[config.mk]
export PLATFORM = sky130hd
export DESIGN_NAME = mem_arbiter
export DESIGN_NICKNAME = d
export VERILOG_FILES = /design/src/rtl/mem_arbiter_pkg.sv /design/src/rtl/mem_arbiter_rr.sv /design/src/rtl/mem_arbiter.sv
export SDC_FILE = /design/constraint.sdc
export NUM_CORES = 1
export LEC_CHECK = 0
export CAP_MARGIN = 25
export CORE_MARGIN = 3
export CORE_UTILIZATION = 40
export CTS_CLUSTER_SIZE = 12
export DETAILED_ROUTE_END_ITERATION = 16
export GPL_ROUTABILITY_DRIVEN = 0
export PLACE_DENSITY_LB_ADDON = 0.3
export SKIP_LAST_GASP = 1
export SYNTH_ARGS = -nofsm -noshare
export SYNTH_HDL_FRONTEND = slang
export SYNTH_SLANG_ARGS = --single-unit
[constraint.sdc]
create_clock -name clk -period 2.6 [get_ports clk]
set_input_delay 0.52 -clock clk [delete_from_list [all_inputs] [get_ports clk]]
set_output_delay 0.52 -clock clk [all_outputs]
set_load 0.05 [all_outputs]
[src/rtl/mem_arbiter_pkg.sv]
// Shared types and defaults for the two-requester data-memory arbiter.
package mem_arbiter_pkg;

    localparam int WAIT_CYCLES_DEF = 4;
    localparam int ADDR_W_DEF      = 10;
    localparam int CNT_W           = 4;

    typedef enum logic [1:0] {
        IDLE = 2'd0,
        WAIT = 2'd1,
        RESP = 2'd2
    } state_t;

endpackage

[src/rtl/mem_arbiter_rr.sv]
// Two-way round-robin grant: when both request, the side not granted last wins.
module rr_arbiter2 (
    input  logic clk,
    input  logic rst,
    input  logic req_a,
    input  logic req_b,
    input  logic update,
    output logic grant_b
);

    // Reset value 1 ("B went last") makes A the first winner.
    logic last_b;

    always_comb begin
        grant_b = req_b && (!req_a || !last_b);
    end

    always_ff @(posedge clk or negedge rst) begin
        if (!rst) begin
            last_b <= 1'b1;
        end else if (update) begin
            last_b <= grant_b;
        end
    end

endmodule

[src/rtl/mem_arbiter.sv]
// Arbitrates requesters A (pipeline) and B (DMA/debug) onto one fixed-latency
// data-memory port. Handshake: req/we/addr/wdata held until a one-cycle ready.
module mem_arbiter
    import mem_arbiter_pkg::*;
#(
    parameter int WAIT_CYCLES = WAIT_CYCLES_DEF,
    parameter int ADDR_W      = ADDR_W_DEF
) (
    input  logic              clk,
    input  logic              rst,
    input  logic              a_req,
    input  logic              a_we,
    input  logic [31:0]       a_addr,
    input  logic [31:0]       a_wdata,
    output logic              a_ready,
    output logic [31:0]       a_rdata,
    input  logic              b_req,
    input  logic              b_we,
    input  logic [31:0]       b_addr,
    input  logic [31:0]       b_wdata,
    output logic              b_ready,
    output logic [31:0]       b_rdata,
    output logic [ADDR_W-1:0] mem_addr,
    output logic [31:0]       mem_wdata,
    output logic              mem_we,
    output logic              mem_re,
    input  logic [31:0]       mem_rdata,
    output logic              busy,
    output state_t            state_dbg
);

    state_t           state;
    logic [CNT_W-1:0] cnt;
    logic             lat_we;
    logic             lat_b;
    logic             grant_b;
    logic             any_req;
    logic             sel_we;
    logic [31:0]      sel_addr;
    logic [31:0]      sel_wdata;
    logic             unused_addr_bits;

    assign any_req   = a_req || b_req;
    assign sel_we    = grant_b ? b_we    : a_we;
    assign sel_addr  = grant_b ? b_addr  : a_addr;
    assign sel_wdata = grant_b ? b_wdata : a_wdata;

    // Byte offset and bits above the word index are dropped on purpose.
    assign unused_addr_bits = ^{sel_addr[31:ADDR_W+2], sel_addr[1:0]};

    assign busy      = (state != IDLE);
    assign state_dbg = state;

    rr_arbiter2 u_rr (
        .clk     (clk),
        .rst     (rst),
        .req_a   (a_req),
        .req_b   (b_req),
        .update  ((state == IDLE) && any_req),
        .grant_b (grant_b)
    );

    always_ff @(posedge clk or negedge rst) begin
        if (!rst) begin
            state     <= IDLE;
            cnt       <= '0;
            lat_we    <= 1'b0;
            lat_b     <= 1'b0;
            mem_addr  <= '0;
            mem_wdata <= '0;
            mem_re    <= 1'b0;
            mem_we    <= 1'b0;
            a_ready   <= 1'b0;
            b_ready   <= 1'b0;
            a_rdata   <= '0;
            b_rdata   <= '0;
        end else begin
            case (state)
                IDLE: begin
                    if (any_req) begin
                        state     <= WAIT;
                        cnt       <= CNT_W'(WAIT_CYCLES - 1);
                        lat_we    <= sel_we;
                        lat_b     <= grant_b;
                        mem_addr  <= sel_addr[ADDR_W+1:2];
                        mem_wdata <= sel_wdata;
                        mem_re    <= !sel_we;
                        mem_we    <= sel_we && (WAIT_CYCLES == 1);
                    end
                end
                WAIT: begin
                    if (cnt == '0) begin
                        state   <= RESP;
                        mem_re  <= 1'b0;
                        mem_we  <= 1'b0;
                        a_ready <= !lat_b;
                        b_ready <= lat_b;
                        if (!lat_we) begin
                            if (lat_b) begin
                                b_rdata <= mem_rdata;
                            end else begin
                                a_rdata <= mem_rdata;
                            end
                        end
                    end else begin
                        cnt    <= cnt - 1'b1;
                        // Write strobe lands only on the last wait cycle.
                        mem_we <= lat_we && (cnt == CNT_W'(1));
                    end
                end
                RESP: begin
                    state   <= IDLE;
                    a_ready <= 1'b0;
                    b_ready <= 1'b0;
                end
                default: begin
                    state <= IDLE;
                end
            endcase
        end
    end

endmodule

==> impl_metrics.csv, run 1 <==
group,metric,value,unit
synthesis,synth_nets,502,
final_layout,fin_nets,746,
placement,dp_slack,0.263,ns
synthesis,synth_top_area_cell,"dfrtp_1",
drt,drc,0,
floorplan,io_pins,279,
drt,viasPerCell,4.80,
synthesis,avgSynthCellArea,16.2,sq um
critical_path,regToRegStartpoint,"cnt[0]",
floorplan,die_w,122,um
timing,fmax,432,MHz
final_layout,drive_above_1_share,33.1,%
pwr,pwr_density_cell,1530,mW/mm^2
cts,cts_tree,"yes",
global_routing,overflow,0,
cts,cts_made_buffers,17,
synthesis,ys_seq_area_share,55.4,%
critical_path,cp.required,2.08,ns
timing,setup_viol,0,
final_layout,layout_common_cells,"clkdlybuf4s50_1 (232), dfrtp_1 (118), mux2_2 (92)",
global_routing,grt_pass1_vias,4090,
cts,clock_latency,0.41,ns
final_layout,seq_area,0.00298,sq mm
drt,drtIter0Drc,185,
cts,root_buffer,"clkbuf_16",
timing,worst_pin_slew,0.562,ns
critical_path,r2r_setup_slack,0.29,ns
timing,timing.final.crit_share,89.0,%
run,maxCapViolCount,0,
synthesis,ys_seq_elements,119,
cts,clk_pin_slew,0.05,ns
final_layout,final_common_cell,"clkdlybuf4s50_1",
critical_path,slowest_delay,0.59,ns
final_layout,antenna_cells,0,
cts,post_cts_buffers,0,
critical_path,cp_num_buf_inv,2,
critical_path,path_class,"register to output port",
timing,tns,0,ns
drt,wl,13400,um
final_layout,multi_input_area,0.00222,sq mm
placement,numPortBuffers,234,
pwr,ir_drop,788,uV
drt,wire_per_inst,17.6,um
critical_path,end_kind,"output port",
critical_path,path_cells,"nor2_1, inv_1, dlygate4sd2_1",
synthesis,postSynthCellCount,333,
synthesis,yosysUniqueCellTypes,29,
critical_path,r2r_cells,6,
timing,drv_slew,0,
floorplan,die-area,0.0149,sq mm
cts,h-tree-depth,4,
drt,drt-pass1-iter-count,4,
floorplan,core-area,0.0129,sq mm
synthesis,syn_area,0.00538,sq mm
critical_path,cp_top_family,"buffers and inverters",
floorplan,initial_utilization,41.8,%
critical_path,cp_slowest_cell,"dlygate4sd2_1",
final_layout,syn2layout_area_growth,57.8,%
critical_path,reg2reg_to,"b_rdata[16]",
synthesis,synth_top_area_share,54.9,%
outcome,status,"finished clean",
critical_path,critPathMaxFanout,7,
drt,drtAntennaViolNets,0,
drt,vias,3651,
synthesis,synth.area.top_cells,"dfrtp_1 (55%), mux2_2 (19%), mux2_4 (17%), buf_12 (2.2%), ha_1 (0.70%)",
critical_path,crit_path_start_kind,"register",
critical_path,cp.arrival,1.79,ns
cts,cts.sinks,119,
cts,cts.path.max_buffers,2,
timing,skew,0.00646,ns
global_routing,antenna_found_initial,0,
floorplan,die_h,122,um
global_routing,grt_usage,18.6,%
min_path,hp-class,"primary input to asynchronous set/reset pin",
timing,hold_viol_final,0,
timing,slew_headroom,62.4,%
global_routing,grt_max_degree,64,
timing,rsz0062_at_grt,"false",
floorplan,rows,41,
placement,place_hpwl,9860,um
synthesis,ys_warn_count,0,
timing,min_period,2.31,ns
pwr,p_leak,3.74,nW
timing,fin_ws,0.286,ns
final_layout,fill_cells,938,
global_routing,grt_pass1_wl,21100,um
-- final cells by class --
cell class	instances	share of cell area, %
timing repair buffer	242	29.0
inverter	6	0.265
clock inverter	9	1.46
multi-input combinational	191	26.1
tap	172	2.53
sequential	119	35.1
clock buffer	22	5.58
-- power breakdown --
group	switching (mW)	leakage [nW]	internal, mW	total (mW)
combinational	4.37	2.04	2.95	7.31
sequential	0.541	1.40	2.81	3.35
clock	0.789	0.299	1.57	2.36
-- cell usage after synthesis --
cell type,number
nor2b_1,1
mux2i_1,2
nand3_1,2
nor3b_1,1
buf_12,6
dfrtp_1,118
a21boi_1,1
buf_2,4
mux2_4,60
o21ai_0,6
ha_1,3
a211oi_1,1
o41ai_1,1
clkbuf_1,5
dfstp_2,1
a31oi_1,1
a21oi_1,1
o211ai_1,2
o32ai_1,1
o22ai_1,1
nand2b_1,2
nor3_1,2
buf_6,2
mux2_2,92
inv_1,6
or3b_1,1
or4_4,2
nor2_1,3
nand2_1,5
-- per-layer routing --
layer  track usage, %  wire (um)  vias up
li1                 -          -     1678
met1             20.4       5050     1844
met4             8.68        311        0
met5                0          0        -
met3             5.25        806       19
met2             33.0       7200      110
-- worst max path at each step --
stage / from / to / slack, ns / cells after the start
finish: state_dbg[1] / busy / 0.29 / 3
global route: state_dbg[1] / busy / 0.20 / 3
CTS: state_dbg[0] / busy / 0.25 / 3
detailed placement: b_req / lat_we / 0.26 / 5
global placement: b_req / lat_we / 0.31 / 5
floorplan: state_dbg[0] / mem_addr[0] / 0.21 / 5
-- state kept, by name (all words and copies together) (netlist names) --
| register | count |
|---|---|
| a_rdata | 32 |
| a_ready | 1 |
| b_rdata | 32 |
| b_ready | 1 |
| cnt | 4 |
| lat_b | 1 |
| lat_we | 1 |
| mem_addr | 10 |
| mem_re | 1 |
| mem_wdata | 32 |
| mem_we | 1 |
| state_dbg | 2 |
| u_rr.last_b | 1 |
-- cells by family (layout without fill, tap and decap cells) --
logic type / count (synthesis) / in the layout / share of synthesized area, %
AOI/OAI and AO/OA: 15 / 15 / 1.77
muxes: 154 / 154 / 36.4
and+or+nand+nor: 19 / 19 / 2.00
buffers and inverters: 23 / 279 / 3.79
DFF: 119 / 119 / 55.4
adders and majority gates: 3 / 3 / 0.698
-- metrics by stage --
| stage | cell area, sq um | util, % | cells | power (mW) | hold WS, ns |
|---|---|---|---|---|---|
| floorplan | 5380 | - | 333 | 8.21 | 0.224 |
| global placement | 7900 | 61.3 | 730 | 10.6 | 0.479 |
| detailed placement | 7900 | 61.3 | 730 | 10.7 | 0.491 |
| CTS | 8490 | 66.0 | 761 | 13.2 | 0.0846 |
| global route | 8490 | 66.0 | 761 | 13.6 | 0.111 |
| finish | 8490 | 66.0 | 761 | 13.0 | 0.0726 |
-- timing repair --
action,CTS,global route
hold buffers,0,0
setup endpoints to repair,1,0
resized for setup,1,0
endpoints found under the hold margin,0,0
Power figures use the tool's default switching activity.
==> inputs of run 2 (changes only) <==
Settings changed: TNS_END_PERCENT set to 20.
==> results of run 2 <==
No change in the layout: final DEF, timing and power equal those of run 1.
==> inputs of run 3 (changes only) <==
Settings changed: CORE_MARGIN 3 to 5, PLACE_DENSITY set to 0.89, PLACE_DENSITY_LB_ADDON 0.3 to unset.
==> run 3 against run 2 <==
Against the previous run:
- core utilization down 1.6 points
- critical path depth is the same
- wire length rose by 7.3%
- worst setup slack worse by 0.034 ns
- clock-buffer cell count rose by 1
- largest cell class unchanged
==> impl_metrics.csv, run 3 (synthesized netlist as in run 1, its figures left out) <==
group,metric,value,unit
cts,cts.path.max_buffers,2,
global_routing,overflow,0,
floorplan,die_h,126,um
timing,worst_pin_slew,0.582,ns
cts,cts_tree,"yes",
cts,ctsResizeCount,1,
critical_path,r2r_cells,6,
timing,setup_viol,0,
global_routing,grt_max_degree,64,
pwr,p_int,7.33,mW
cts,cts_made_buffers,17,
drt,wl,14300,um
floorplan,io_pins,279,
timing,tns,0,ns
floorplan,die_w,126,um
timing,drv_slew,0,
final_layout,drive_above_1_share,32.9,%
min_path,hp-class,"primary input to asynchronous set/reset pin",
floorplan,rows,42,
cts,h-tree-depth,4,
critical_path,slowest_delay,0.59,ns
cts,clock_latency,0.40,ns
critical_path,path_cells,"nor2_1, inv_1, dlygate4sd2_1",
cts,clk_pin_slew,0.05,ns
pwr,p_leak,3.73,nW
floorplan,die-area,0.0159,sq mm
pwr,clkPwrFrac,18.0,%
global_routing,grt-busiest-layer,"met2",
timing,timing.final.crit_share,90.3,%
critical_path,critPathMaxFanout,7,
critical_path,startpoint,"state_dbg[0]",
pwr,ir_drop,821,uV
global_routing,grt_pass1_vias,4307,
timing,fmax,426,MHz
global_routing,grt_pass1_wl,23100,um
final_layout,fill_cells,937,
final_layout,fin_nets,745,
outcome,status,"finished clean",
global_routing,met1_usage,19.5,%
final_layout,antenna_cells,0,
drt,viasPerCell,4.86,
timing,hold_viol_final,0,
timing,min_period,2.35,ns
critical_path,end_kind,"output port",
global_routing,antenna_found_initial,0,
placement,place_hpwl,10600,um
cts,root_buffer,"clkbuf_16",
final_layout,finish.utilization,64.4,%
placement,numPortBuffers,234,
critical_path,cp_slowest_cell,"dlygate4sd2_1",
critical_path,regToRegStartpoint,"cnt[0]",
floorplan,core-area,0.0132,sq mm
global_routing,grt_usage,18.3,%
critical_path,path_class,"register to output port",
critical_path,cp.required,2.08,ns
timing,rsz0062_at_grt,"false",
final_layout,syn2layout_area_growth,57.8,%
timing,skew,0.00717,ns
pwr,seqPwrFrac,25.9,%
pwr,power_frac_comb,56.1,%
final_layout,multi_input_area,0.00222,sq mm
pwr,p_switching,5.75,mW
final_layout,seq_area,0.00298,sq mm
global_routing,grt_use_met3,6.60,%
timing,slew_headroom,61.1,%
critical_path,cp.arrival,1.83,ns
cts,post_cts_buffers,0,
global_routing,grtUsageMet2,33.1,%
drt,drt-pass1-iter-count,4,
run,maxCapViolCount,0,
drt,wire_per_inst,18.7,um
cts,hold_buffers,0,
pwr,sw_frac_of_total,44.0,%
drt,vias,3715,
pwr,pwr_density_cell,1540,mW/mm^2
final_layout,reg.largest.list,"a_rdata: 32 flops, b_rdata: 32 flops, mem_wdata: 32 flops",
cts,cts.sinks,119,
drt,drc,0,
critical_path,crit_path_start_kind,"register",
final_layout,layout_common_cells,"clkdlybuf4s50_1 (232), dfrtp_1 (118), mux2_2 (92)",
drt,drtIter0Drc,199,
final_layout,final_common_cell,"clkdlybuf4s50_1",
floorplan,initial_utilization,40.8,%
drt,drtAntennaViolNets,0,
-- run 3: cell count changes in the layout (fill, tap and decap cells not counted) --
cell / previous run / this run
clkinv_4: 1 / 0
clkinvlp_4: 0 / 1
buf_4: 4 / 3
clkbuf_1: 2 / 3
-- run 3: metal layers --
layer / routed length (um) / part of all wire (%) / vias up
met4: 296 / 2.1 / 0
met1: 5320 / 37 / 1885
met5: 0 / 0 / -
met2: 7720 / 54 / 128
li1: - / - / 1681
met3: 1010 / 7.0 / 21
-- run 3: area by class of cell --
cell class                 instances  area share, %
inverter                           6          0.265
sequential                       119           35.1
multi-input combinational        191           26.1
clock buffer                      23           5.63
tap                              176           2.59
clock inverter                     9           1.44
timing repair buffer             241           28.9
-- run 3: stage by stage --
stage / instance area, sq um / hold WS [ns] / cells / setup slack [ns] / power (mW)
2_1_floorplan: 5380 / 0.224 / 333 / 0.205 / 8.21
3_3_place_gp: 7890 / 0.484 / 733 / 0.288 / 10.6
3_5_place_dp: 7890 / 0.494 / 733 / 0.228 / 10.8
4_1_cts: 8490 / 0.0641 / 765 / 0.215 / 13.2
5_1_grt: 8490 / 0.0931 / 765 / 0.149 / 13.6
6_report: 8490 / 0.0711 / 765 / 0.252 / 13.1
-- run 3: worst max-delay path: cells and delay by family, from the launching register on --
family                 cells  cell delay (ns)
flip-flops                 1             0.49
buffers and inverters      2             0.81
AND/OR/NAND/NOR            1             0.13
-- run 3: worst paths after layout --
path,endpoint,slack (ns)
setup reg to reg,b_rdata[12],0.26
hold reg to reg,mem_wdata[7],0.51
min in group clk,mem_wdata[7],0.51
max in group asynchronous,b_rdata[3],1.82
setup / recovery,busy,0.25
hold / removal,mem_wdata[16],0.07
-- run 3: power groups by stage --
stage | Clock, mW | Combinational, mW | Sequential [mW]
detailed placement | 0 | 7.38 | 3.40
global route | 2.49 | 7.60 | 3.51
floorplan | 0 | 1.79 | 6.42
global placement | 0 | 7.26 | 3.33
CTS | 2.41 | 7.41 | 3.39
finish | 2.35 | 7.34 | 3.39
